$ cat config.mk
export PLATFORM = sky130hd
export DESIGN_NAME = aes_core_arbiter
export DESIGN_NICKNAME = d
export VERILOG_FILES = /design/src/rtl/aes_core_arbiter.sv
export SDC_FILE = /design/constraint.sdc
export NUM_CORES = 1
export LEC_CHECK = 0
export CORE_AREA = 2 2 609 611
export CTS_BUF_LIST = sky130_fd_sc_hd__clkbuf_4 sky130_fd_sc_hd__clkbuf_8
export DETAILED_ROUTE_END_ITERATION = 8
export DIE_AREA = 0 0 611 613
export PLACE_DENSITY = 0.3
export SLEW_MARGIN = 15
export SYNTH_ARGS = -nofsm -noshare
export SYNTH_HDL_FRONTEND = slang
export SYNTH_SLANG_ARGS = --single-unit
$ cat constraint.sdc
create_clock -name clk -period 2.41 [get_ports clk]
set_clock_uncertainty 0.05 [all_clocks]
set_input_delay 0.241 -clock clk [delete_from_list [all_inputs] [get_ports clk]]
set_output_delay 0.241 -clock clk [all_outputs]
set_load 0.02 [all_outputs]
$ cat src/rtl/aes_core_arbiter.sv
// aes_core_arbiter: shares one AES-128 core between NUM_REQ requesters.
// Round-robin grant, one encryption in flight, ciphertext returned on a
// valid/ready response channel tagged with the requester index.
// Optional feature macro: AES_TIMEOUT_EN (abort WAIT after TIMEOUT cycles,
// respond with resp_err=1 and resp_data=0). Without it WAIT never times out.
module aes_core_arbiter #(
  parameter int NUM_REQ = 4,
  parameter int IDW     = 2,
  parameter int TIMEOUT = 32
) (
  input  logic                   clk,
  input  logic                   rst,
  input  logic [NUM_REQ-1:0]     req_valid,
  output logic [NUM_REQ-1:0]     req_ready,
  input  logic [NUM_REQ*128-1:0] req_key,
  input  logic [NUM_REQ*128-1:0] req_text,
  output logic                   resp_valid,
  input  logic                   resp_ready,
  output logic [IDW-1:0]         resp_id,
  output logic [127:0]           resp_data,
  output logic                   resp_err,
  output logic                   aes_ld,
  output logic [127:0]           aes_key,
  output logic [127:0]           aes_text_in,
  input  logic [127:0]           aes_text_out,
  input  logic                   aes_done
);

  typedef enum logic [1:0] {IDLE, LOAD, WAIT, RESP} state_t;

  state_t         state_q, state_d;
  logic [IDW-1:0] rr_q, rr_d;
  logic [IDW-1:0] grant_q, grant_d;
  logic [IDW-1:0] resp_id_q, resp_id_d;
  logic [127:0]   key_q, key_d;
  logic [127:0]   text_q, text_d;
  logic [127:0]   data_q, data_d;
  logic           resp_valid_q, resp_valid_d;
  logic           first_q, first_d;

`ifdef AES_TIMEOUT_EN
  localparam int CW = $clog2(TIMEOUT + 1);
  logic [CW-1:0]  cnt_q, cnt_d;
  logic           err_q, err_d;
`endif

  // Catch illegal parameter combinations at elaboration time.
  if (NUM_REQ < 2 || NUM_REQ > 8 || IDW != $clog2(NUM_REQ) || TIMEOUT < 2) begin : g_param_check
    $error("aes_core_arbiter: illegal parameter combination");
  end

  // Unpack the flat key/text buses into per-requester words.
  logic [127:0] key_arr  [NUM_REQ];
  logic [127:0] text_arr [NUM_REQ];
  for (genvar gi = 0; gi < NUM_REQ; gi++) begin : g_unpack
    assign key_arr[gi]  = req_key[128*gi +: 128];
    assign text_arr[gi] = req_text[128*gi +: 128];
  end

  logic           found;
  logic [IDW-1:0] pick;

  // Round-robin search: first valid requester at or above rr_q, wrapping.
  always_comb begin
    int             cand;
    logic [IDW-1:0] idx;
    found = 1'b0;
    pick  = '0;
    cand  = 0;
    idx   = '0;
    for (int k = 0; k < NUM_REQ; k++) begin
      cand = (int'(rr_q) + k) % NUM_REQ;
      idx  = IDW'(cand);
      if (!found && req_valid[idx]) begin
        found = 1'b1;
        pick  = idx;
      end
    end
  end

  // Next-state and handshake logic for the IDLE/LOAD/WAIT/RESP sequencer.
  always_comb begin
    state_d      = state_q;
    rr_d         = rr_q;
    grant_d      = grant_q;
    resp_id_d    = resp_id_q;
    key_d        = key_q;
    text_d       = text_q;
    data_d       = data_q;
    resp_valid_d = resp_valid_q;
    first_d      = first_q;
    req_ready    = '0;
`ifdef AES_TIMEOUT_EN
    cnt_d        = cnt_q;
    err_d        = err_q;
`endif
    case (state_q)
      IDLE: begin
        if (found) begin
          grant_d         = pick;
          key_d           = key_arr[pick];
          text_d          = text_arr[pick];
          req_ready[pick] = 1'b1;
          state_d         = LOAD;
        end
      end
      LOAD: begin
        // The first WAIT cycle must ignore a done left over from before ld.
        first_d = 1'b1;
`ifdef AES_TIMEOUT_EN
        cnt_d   = '0;
`endif
        state_d = WAIT;
      end
      WAIT: begin
        first_d = 1'b0;
        if (aes_done && !first_q) begin
          data_d       = aes_text_out;
          resp_id_d    = grant_q;
          resp_valid_d = 1'b1;
          state_d      = RESP;
        end
`ifdef AES_TIMEOUT_EN
        else if (cnt_q == CW'(TIMEOUT - 1)) begin
          data_d       = '0;
          err_d        = 1'b1;
          resp_id_d    = grant_q;
          resp_valid_d = 1'b1;
          state_d      = RESP;
        end else begin
          cnt_d = cnt_q + 1'b1;
        end
`endif
      end
      RESP: begin
        if (resp_ready) begin
          resp_valid_d = 1'b0;
`ifdef AES_TIMEOUT_EN
          err_d        = 1'b0;
`endif
          // Pointer moves past the requester just served, only on completion.
          rr_d         = (grant_q == IDW'(NUM_REQ - 1)) ? '0 : grant_q + 1'b1;
          state_d      = IDLE;
        end
      end
      default: state_d = IDLE;
    endcase
  end

  // State and datapath registers with asynchronous active-low reset.
  always_ff @(posedge clk or negedge rst) begin
    if (!rst) begin
      state_q      <= IDLE;
      rr_q         <= '0;
      grant_q      <= '0;
      resp_id_q    <= '0;
      key_q        <= '0;
      text_q       <= '0;
      data_q       <= '0;
      resp_valid_q <= 1'b0;
      first_q      <= 1'b0;
`ifdef AES_TIMEOUT_EN
      cnt_q        <= '0;
      err_q        <= 1'b0;
`endif
    end else begin
      state_q      <= state_d;
      rr_q         <= rr_d;
      grant_q      <= grant_d;
      resp_id_q    <= resp_id_d;
      key_q        <= key_d;
      text_q       <= text_d;
      data_q       <= data_d;
      resp_valid_q <= resp_valid_d;
      first_q      <= first_d;
`ifdef AES_TIMEOUT_EN
      cnt_q        <= cnt_d;
      err_q        <= err_d;
`endif
    end
  end

  assign aes_ld      = (state_q == LOAD);
  assign aes_key     = key_q;
  assign aes_text_in = text_q;
  assign resp_valid  = resp_valid_q;
  assign resp_id     = resp_id_q;
  assign resp_data   = data_q;
`ifdef AES_TIMEOUT_EN
  assign resp_err    = err_q;
`else
  assign resp_err    = 1'b0;
`endif

endmodule
==> impl_metrics.toml, run 1 <==
[status]
status = "finished, violations left"
violations = "setup timing"

[yosys]
syn_inst = 1757
synth-seq-cells = 394
async_flop_share_pct = 100.0
synth_nets = 2922
synth.distinct_cells = 38
ys_seq_area_share_pct = 42.88
ys.flop_type = "dfrtp_1"
synth-edff-count = 0
syn_avg_cell_area_um2 = 13.09
netlist_area_um2 = 22990
yosysWarnings = 0

[layout]
multi_input_comb_area_um2 = 14510
fill_cells = 40770
areaGrowthSynthToFinish_pct = 173.9
nets = 5748
final_area_um2 = 62970
seq_area_um2 = 9861
drive_gt1_share_pct = 26.35

[power]
p_leak_nw = 24.37
irDropWorstVdd_v = 0.0005420
power.density_nw_per_um2 = 998.0
power_w = 0.06284

[placement]
hpwl_mm = 254.9
place.gp.congestion = 0.8974
dpl_cell_area_um2 = 45510
port-buffer-count = 1551

[floorplanning]
die_w_um = 611
ios = 1553
die-height_um = 613
core-area_um2 = 367700
dieArea_um2 = 374500
rows = 223
start_util_pct = 6.252

[run]
maxCapViolCount = 0

[timing]
period_minus_slack_ns = 2.767
rsz0062_at_grt = "yes"
worstMarginPinSlew_ns = 0.6994
layout_setup_ws_ns = -0.3575
max_freq_mhz = 361.3
hold_violations = 0
setup_viol_count_final = 189
slew_headroom_pct = 53.56
finalMaxSlewViolations = 0
fin_crit_sh_pct = 114.8

[worst_hold_path]
holdPathStages = 3
hold_path_class = "in -> reg"

[route]
wl_per_cell_um = 31.05
viasPerCell = 3.082
drcViolationCount = 0
antenna_left = 0
wirelength_mm = 297.6
drt_iter0_markers = 1303
vias = 29540
first_pass_iters = 5

[setup_path]
required_ns = 2.12
crit_type = "reg -> out"
worstSetupStartpointType = "flop"
reg2reg_setup_slack_ns = -0.17
endpoint_kind = "primary output"
max_stage_delay_ns = 0.44
worstPathArrival_ns = 2.48
cp_max_fo = 5
crit_path_top_delay_cell = "dfrtp_2"
cp_cell_sequence = "nor3b_2 > a211o_1 > o21ai_4 > nand2b_4 > nor3_4 > buf_12"
r2r_cells = 13

[clock_network]
cts-root-buf = "clkbuf_8"
clk_pin_slew_ns = 0.05
tritoncts = "done"
clk_latency_ns = 0.92
clockBufferDepth = 4
cts.sinks = 394
cts_buffers = 103
htreeDepth = 3

[global_route]
grt_pass1_vias = 31110
antenna_found_initial = 317
grt_pass1_wl_mm = 361.8
grt_max_degree = 56
grt_usage_pct = 15.04
grt_overflow = 0
path summary, 6_finish.rpt:
| path | startpoint | end |
|---|---|---|
| setup / recovery | rr_q[1]$_DFFE_PN0P_ | req_ready[3] |
| max in group asynchronous | rst | aes_text_in[81]$_DFFE_PN0P_ |
| hold / removal | req_text[415] | aes_text_in[31]$_DFFE_PN0P_ |
| min in group asynchronous | rst | aes_key[92]$_DFFE_PN0P_ |
| hold reg to reg | aes_key[28]$_DFFE_PN0P_ | aes_key[28]$_DFFE_PN0P_ |
| setup reg to reg | rr_q[1]$_DFFE_PN0P_ | aes_key[127]$_DFFE_PN0P_ |
worst max-delay path: cells and delay by family (launching register included):
family,cells,cell delay [ns]
AOI/OAI and AO/OA,2,0.24
buffers and inverters,1,0.15
DFF,1,0.44
and+or+nand+nor,3,0.71
per-layer routing:
metal,up-vias,share of wire (%),track usage [%]
li1,12550,-,-
met1,14690,40,17.39
met2,1459,49,26.16
met3,683,7.9,5.155
met4,162,3.3,4.063
met5,-,0.36,0
registers in the layout, indices dropped and copies added (netlist names):
| register | count |
|---|---|
| state_q | 2 |
| first_q | 1 |
| aes_key | 128 |
| rr_q | 2 |
| aes_text_in | 128 |
| resp_valid | 1 |
| grant_q | 2 |
| resp_id | 2 |
| resp_data | 128 |
through the flow:
| stage | setup WS (ns) | hold WS, ns | setup TNS, ns | instances | util, % |
|---|---|---|---|---|---|
| 2_1_floorplan | 0.2580 | -0.1046 | 0 | 1757 | - |
| 3_3_place_gp | -1.179 | 0.1519 | -137.68 | 8227 | 12.38 |
| 3_5_place_dp | -1.187 | 0.1478 | -125.46 | 8227 | 12.38 |
| 4_1_cts | -0.5825 | 0.0004190 | -23.99 | 9422 | 16.05 |
| 5_1_grt | -0.5433 | 0.02024 | -32.15 | 9535 | 17.09 |
| 6_report | -0.3575 | 0.09586 | -13.15 | 9584 | 17.12 |
power breakdown:
| part | switching [W] | total [W] | leakage [nW] | internal, W |
|---|---|---|---|---|
| sequential | 0.00235 | 0.0123 | 4.85 | 0.00995 |
| clock | 0.00427 | 0.00951 | 1.12 | 0.00524 |
| combinational | 0.0219 | 0.0410 | 18.4 | 0.0192 |
cell usage in the layout (no fill, tap or decap), types with 2 or more instances in the layout:
| master | n |
|---|---|
| a22o_1 | 2 |
| buf_12 | 103 |
| buf_16 | 23 |
| buf_4 | 148 |
| buf_6 | 46 |
| buf_8 | 36 |
| clkbuf_16 | 26 |
| clkbuf_4 | 39 |
| clkbuf_8 | 122 |
| clkdlybuf4s15_1 | 3 |
| clkdlybuf4s15_2 | 7 |
| clkdlybuf4s50_1 | 1282 |
| clkinv_2 | 8 |
| clkinvlp_4 | 2 |
| dfrtp_1 | 393 |
| diode_2 | 95 |
| dlygate4sd2_1 | 236 |
| dlygate4sd3_1 | 969 |
| ha_1 | 5 |
| inv_1 | 3 |
| inv_8 | 2 |
| mux2_2 | 131 |
| mux2i_1 | 212 |
| mux2i_2 | 98 |
| mux2i_4 | 204 |
| nand2_1 | 264 |
| nand2_8 | 2 |
| nand2b_4 | 3 |
| nand3_4 | 2 |
| nor2_4 | 2 |
| o21ai_0 | 2 |
| o221ai_1 | 44 |
| o221ai_2 | 212 |
cell type report:
class / count / share of cell area (%)
Inverter: 3 / 0.01788
Antenna cell: 95 / 0.3775
Sequential cell: 394 / 15.66
Timing Repair Buffer: 2879 / 48.00
Clock buffer: 161 / 3.131
Clock inverter: 13 / 0.1709
Multi-Input combinational cell: 1202 / 23.04
Tap cell: 4837 / 9.611
synth_stat cells, types with 3 or more instances:
master    instances  area (µm²)
bufbuf_8          3       56.30
nor2_1            4       15.01
dfrtp_1         394        9859
ha_1              5       62.56
mux2i_1         514        5145
buf_1             3       11.26
mux2_2          131        1475
nand2b_1          4       25.02
buf_2            37       185.2
buf_12           54        1081
nand2_1         265       994.7
clkbuf_1         32       120.1
o221ai_1         59       516.8
o221ai_2        197        2958
buf_6            22       247.7
inv_1             3       11.26
buf_4             6       45.04
repair_timing:
item                       4_1_cts  5_1_grt
hold endpoints to repair       777        0
cloned                          12       30
hold buffers                   970        0
pin swaps                       36       90
setup buffers                   40       58
setup endpoints to repair      284      250
resized for setup              545      494
logic make-up after synthesis:
| group | share of synthesized area, % |
|---|---|
| flops | 42.88 |
| fa+ha+maj | 0.2721 |
| buf+inv | 7.711 |
| mux | 28.79 |
| other cells | 0.01631 |
| compound gates | 15.48 |
| simple gates | 4.849 |
Note: power is estimated with default switching activity, not from simulation.
==> inputs of run 2 (changes only) <==
--- a/config.mk
+++ b/config.mk
@@ -9,2 +9,3 @@
 export CTS_BUF_LIST = sky130_fd_sc_hd__clkbuf_4 sky130_fd_sc_hd__clkbuf_8
+export CTS_CLUSTER_SIZE = 30
 export DETAILED_ROUTE_END_ITERATION = 8
--- a/constraint.sdc
+++ b/constraint.sdc
@@ -4,2 +4,2 @@
 set_output_delay 0.241 -clock clk [all_outputs]
-set_load 0.02 [all_outputs]
+set_load 0.01 [all_outputs]
==> run 2 against run 1 <==
  * Power decreased by 8.3%
  * Critical path depth rose by 2
  * Sequential share of layout area increased by 0.84 points
  * Largest cell class unchanged
  * Clock-buffer cell count decreased by 4
  * Sequential power about the same
  * The flow still finishes with violations (setup timing)
  * Non-clock buffer count fell by 47
  * Register-to-register slack improved by 0.19 ns
  * Critical path type unchanged
==> impl_metrics.toml, run 2 (same netlist as run 1, synthesis figures left out) <==
[setup_path]
endpoint_kind = "primary output"
required_ns = 2.12
path_buf_inv = 3
worstPathArrival_ns = 2.49
r2r_cells = 9
r2r-end = "aes_text_in[0]$_DFFE_PN0P_"
max_stage_delay_ns = 0.45
worstSetupStartpointType = "flop"
cp_max_fo = 5
reg2reg_from = "rr_q[0]$_DFFE_PN0P_"
critical-path-top-delay-family = "flip-flops"
cp_cell_sequence = "nor3b_2 > a211o_1 > o21ai_2 > buf_6 > nand2_8 > buf_12 > nor2_4 > buf_12"
crit_path_top_delay_cell = "dfrtp_2"
reg2reg_setup_slack_ns = 0.02
cp_common_cell = "buf_12"
crit_type = "reg -> out"
crit_start = "rr_q[0]$_DFFE_PN0P_"

[route]
drcViolationCount = 0
antenna_left = 0
first_pass_iters = 5
drt_iter0_markers = 1353
viasPerCell = 3.062
vias = 29190
wirelength_mm = 298.1
wl_per_cell_um = 31.27

[placement]
hpwl_mm = 255.7
place.gp.congestion = 0.8859
port-buffer-count = 1551
dpl_cell_area_um2 = 45620
dp_slack_ns = -0.8706
dp_cells = 8234

[timing]
max_freq_mhz = 359.3
layout_setup_ws_ns = -0.3729
rsz0062_at_grt = "yes"
period_minus_slack_ns = 2.783
setup_viol_count_final = 4
slew_headroom_pct = 58.78
worstMarginPinSlew_ns = 0.6207
fin_crit_sh_pct = 115.5
hold_violations = 0
finalMaxSlewViolations = 0

[clock_network]
htreeDepth = 3
tritoncts = "done"
cts-root-buf = "clkbuf_8"
clockBufferDepth = 4
cts_buffers = 104
cts.sinks = 394
clk_pin_slew_ns = 0.07
clk_latency_ns = 0.94

[global_route]
grt_pass1_wl_mm = 359.4
grt_busiest_layer = "met2"
met1_usage_pct = 17.21
antenna_found_initial = 318
grt_use_met2_pct = 26.17
grt_overflow = 0
grt_max_degree = 56
grt_pass1_vias = 30750
grt_usage_pct = 14.98
grtUsageMet3_pct = 5.401

[layout]
final_cell_mix = "1,382 x clkdlybuf4s50_1, 962 x dlygate4sd3_1, 402 x mux2i_1"
fin_cells = 9533
final_common_cell = "clkdlybuf4s50_1"
final_util_pct = 16.28
fill_cells = 41050
final_area_um2 = 59860
drive_gt1_share_pct = 21.21
nets = 5702
areaGrowthSynthToFinish_pct = 160.4

[run]
maxCapViolCount = 0

[power]
power.density_nw_per_um2 = 963.0
power_w = 0.05765
irDropWorstVdd_v = 0.0004568
p_leak_nw = 23.96

[floorplanning]
die-height_um = 613
rows = 223
dieArea_um2 = 374500
core-area_um2 = 367700
start_util_pct = 6.252
die_w_um = 611
ios = 1553

[worst_hold_path]
hold_end = "resp_data[121]$_DFFE_PN0P_"
holdPathStages = 2
hold_path_class = "in -> reg"
holdCritStartpoint = "aes_text_out[121]"

[status]
violations = "setup timing"
status = "finished, violations left"
run 2: power by group:
group          switching [W]  leakage (nW)  internal (W)
Clock                0.00432          1.15       0.00538
Combinational         0.0183          18.0        0.0173
Sequential           0.00241          4.83       0.00997
Total                 0.0250          24.0        0.0326
run 2: repair_timing:
action	CTS	global route
hold buffers	963	1
hold endpoints to repair	777	1
gates resized for setup	246	199
cloned	4	27
endpoints found under the setup margin	190	169
pin swaps	6	33
setup buffers	14	30
run 2: worst max-delay path by stage:
stage / endpoint / slack, ns / cells after the start
2_1_floorplan: req_ready[3] / 0.46 / 8
3_3_place_gp: aes_key[57]$_DFFE_PN0P_ / -0.91 / 8
3_5_place_dp: aes_key[57]$_DFFE_PN0P_ / -0.87 / 8
4_1_cts: req_ready[0] / -0.62 / 9
5_1_grt: req_ready[2] / -0.57 / 8
6_report: req_ready[0] / -0.37 / 8
run 2: area by class of cell:
cell class                      instances  area (µm²)  share of cell area [%]
Inverter                                3       11.26                 0.01881
Timing Repair Buffer                 2832       29260                   48.88
Antenna cell                           89       222.7                  0.3721
Tap cell                             4837        6052                   10.11
Clock buffer                          157        1973                   3.296
Multi-Input combinational cell       1202       12300                   20.55
Sequential cell                       394        9874                   16.50
Clock inverter                         19       163.9                  0.2738
run 2: routing by layer:
metal  routed length (µm)  vias to the layer above
li1                     -                    12430
met1               117600                    14520
met2               144700                     1432
met3                25010                      646
met4                 9659                      162
met5                 1057                        -
run 2: worst reg2reg max path, stage by stage (launching register included):
cell,delay (ns)
dfrtp_2,0.45
nor3b_2,0.17
a211o_1,0.24
o21ai_2,0.10
nand2b_4,0.27
buf_4,0.16
buf_12,0.16
buf_16,0.18
clkbuf_16,0.26
o221ai_1,0.13
run 2: stage by stage:
| stage | hold WS [ns] | setup TNS [ns] |
|---|---|---|
| after floorplan | -0.1046 | 0 |
| after global placement | 0.1644 | -31.22 |
| after detailed placement | 0.1650 | -26.95 |
| after CTS | 0.00009137 | -2.301 |
| after global routing | 0.01765 | -6.544 |
| final | 0.07168 | -1.164 |
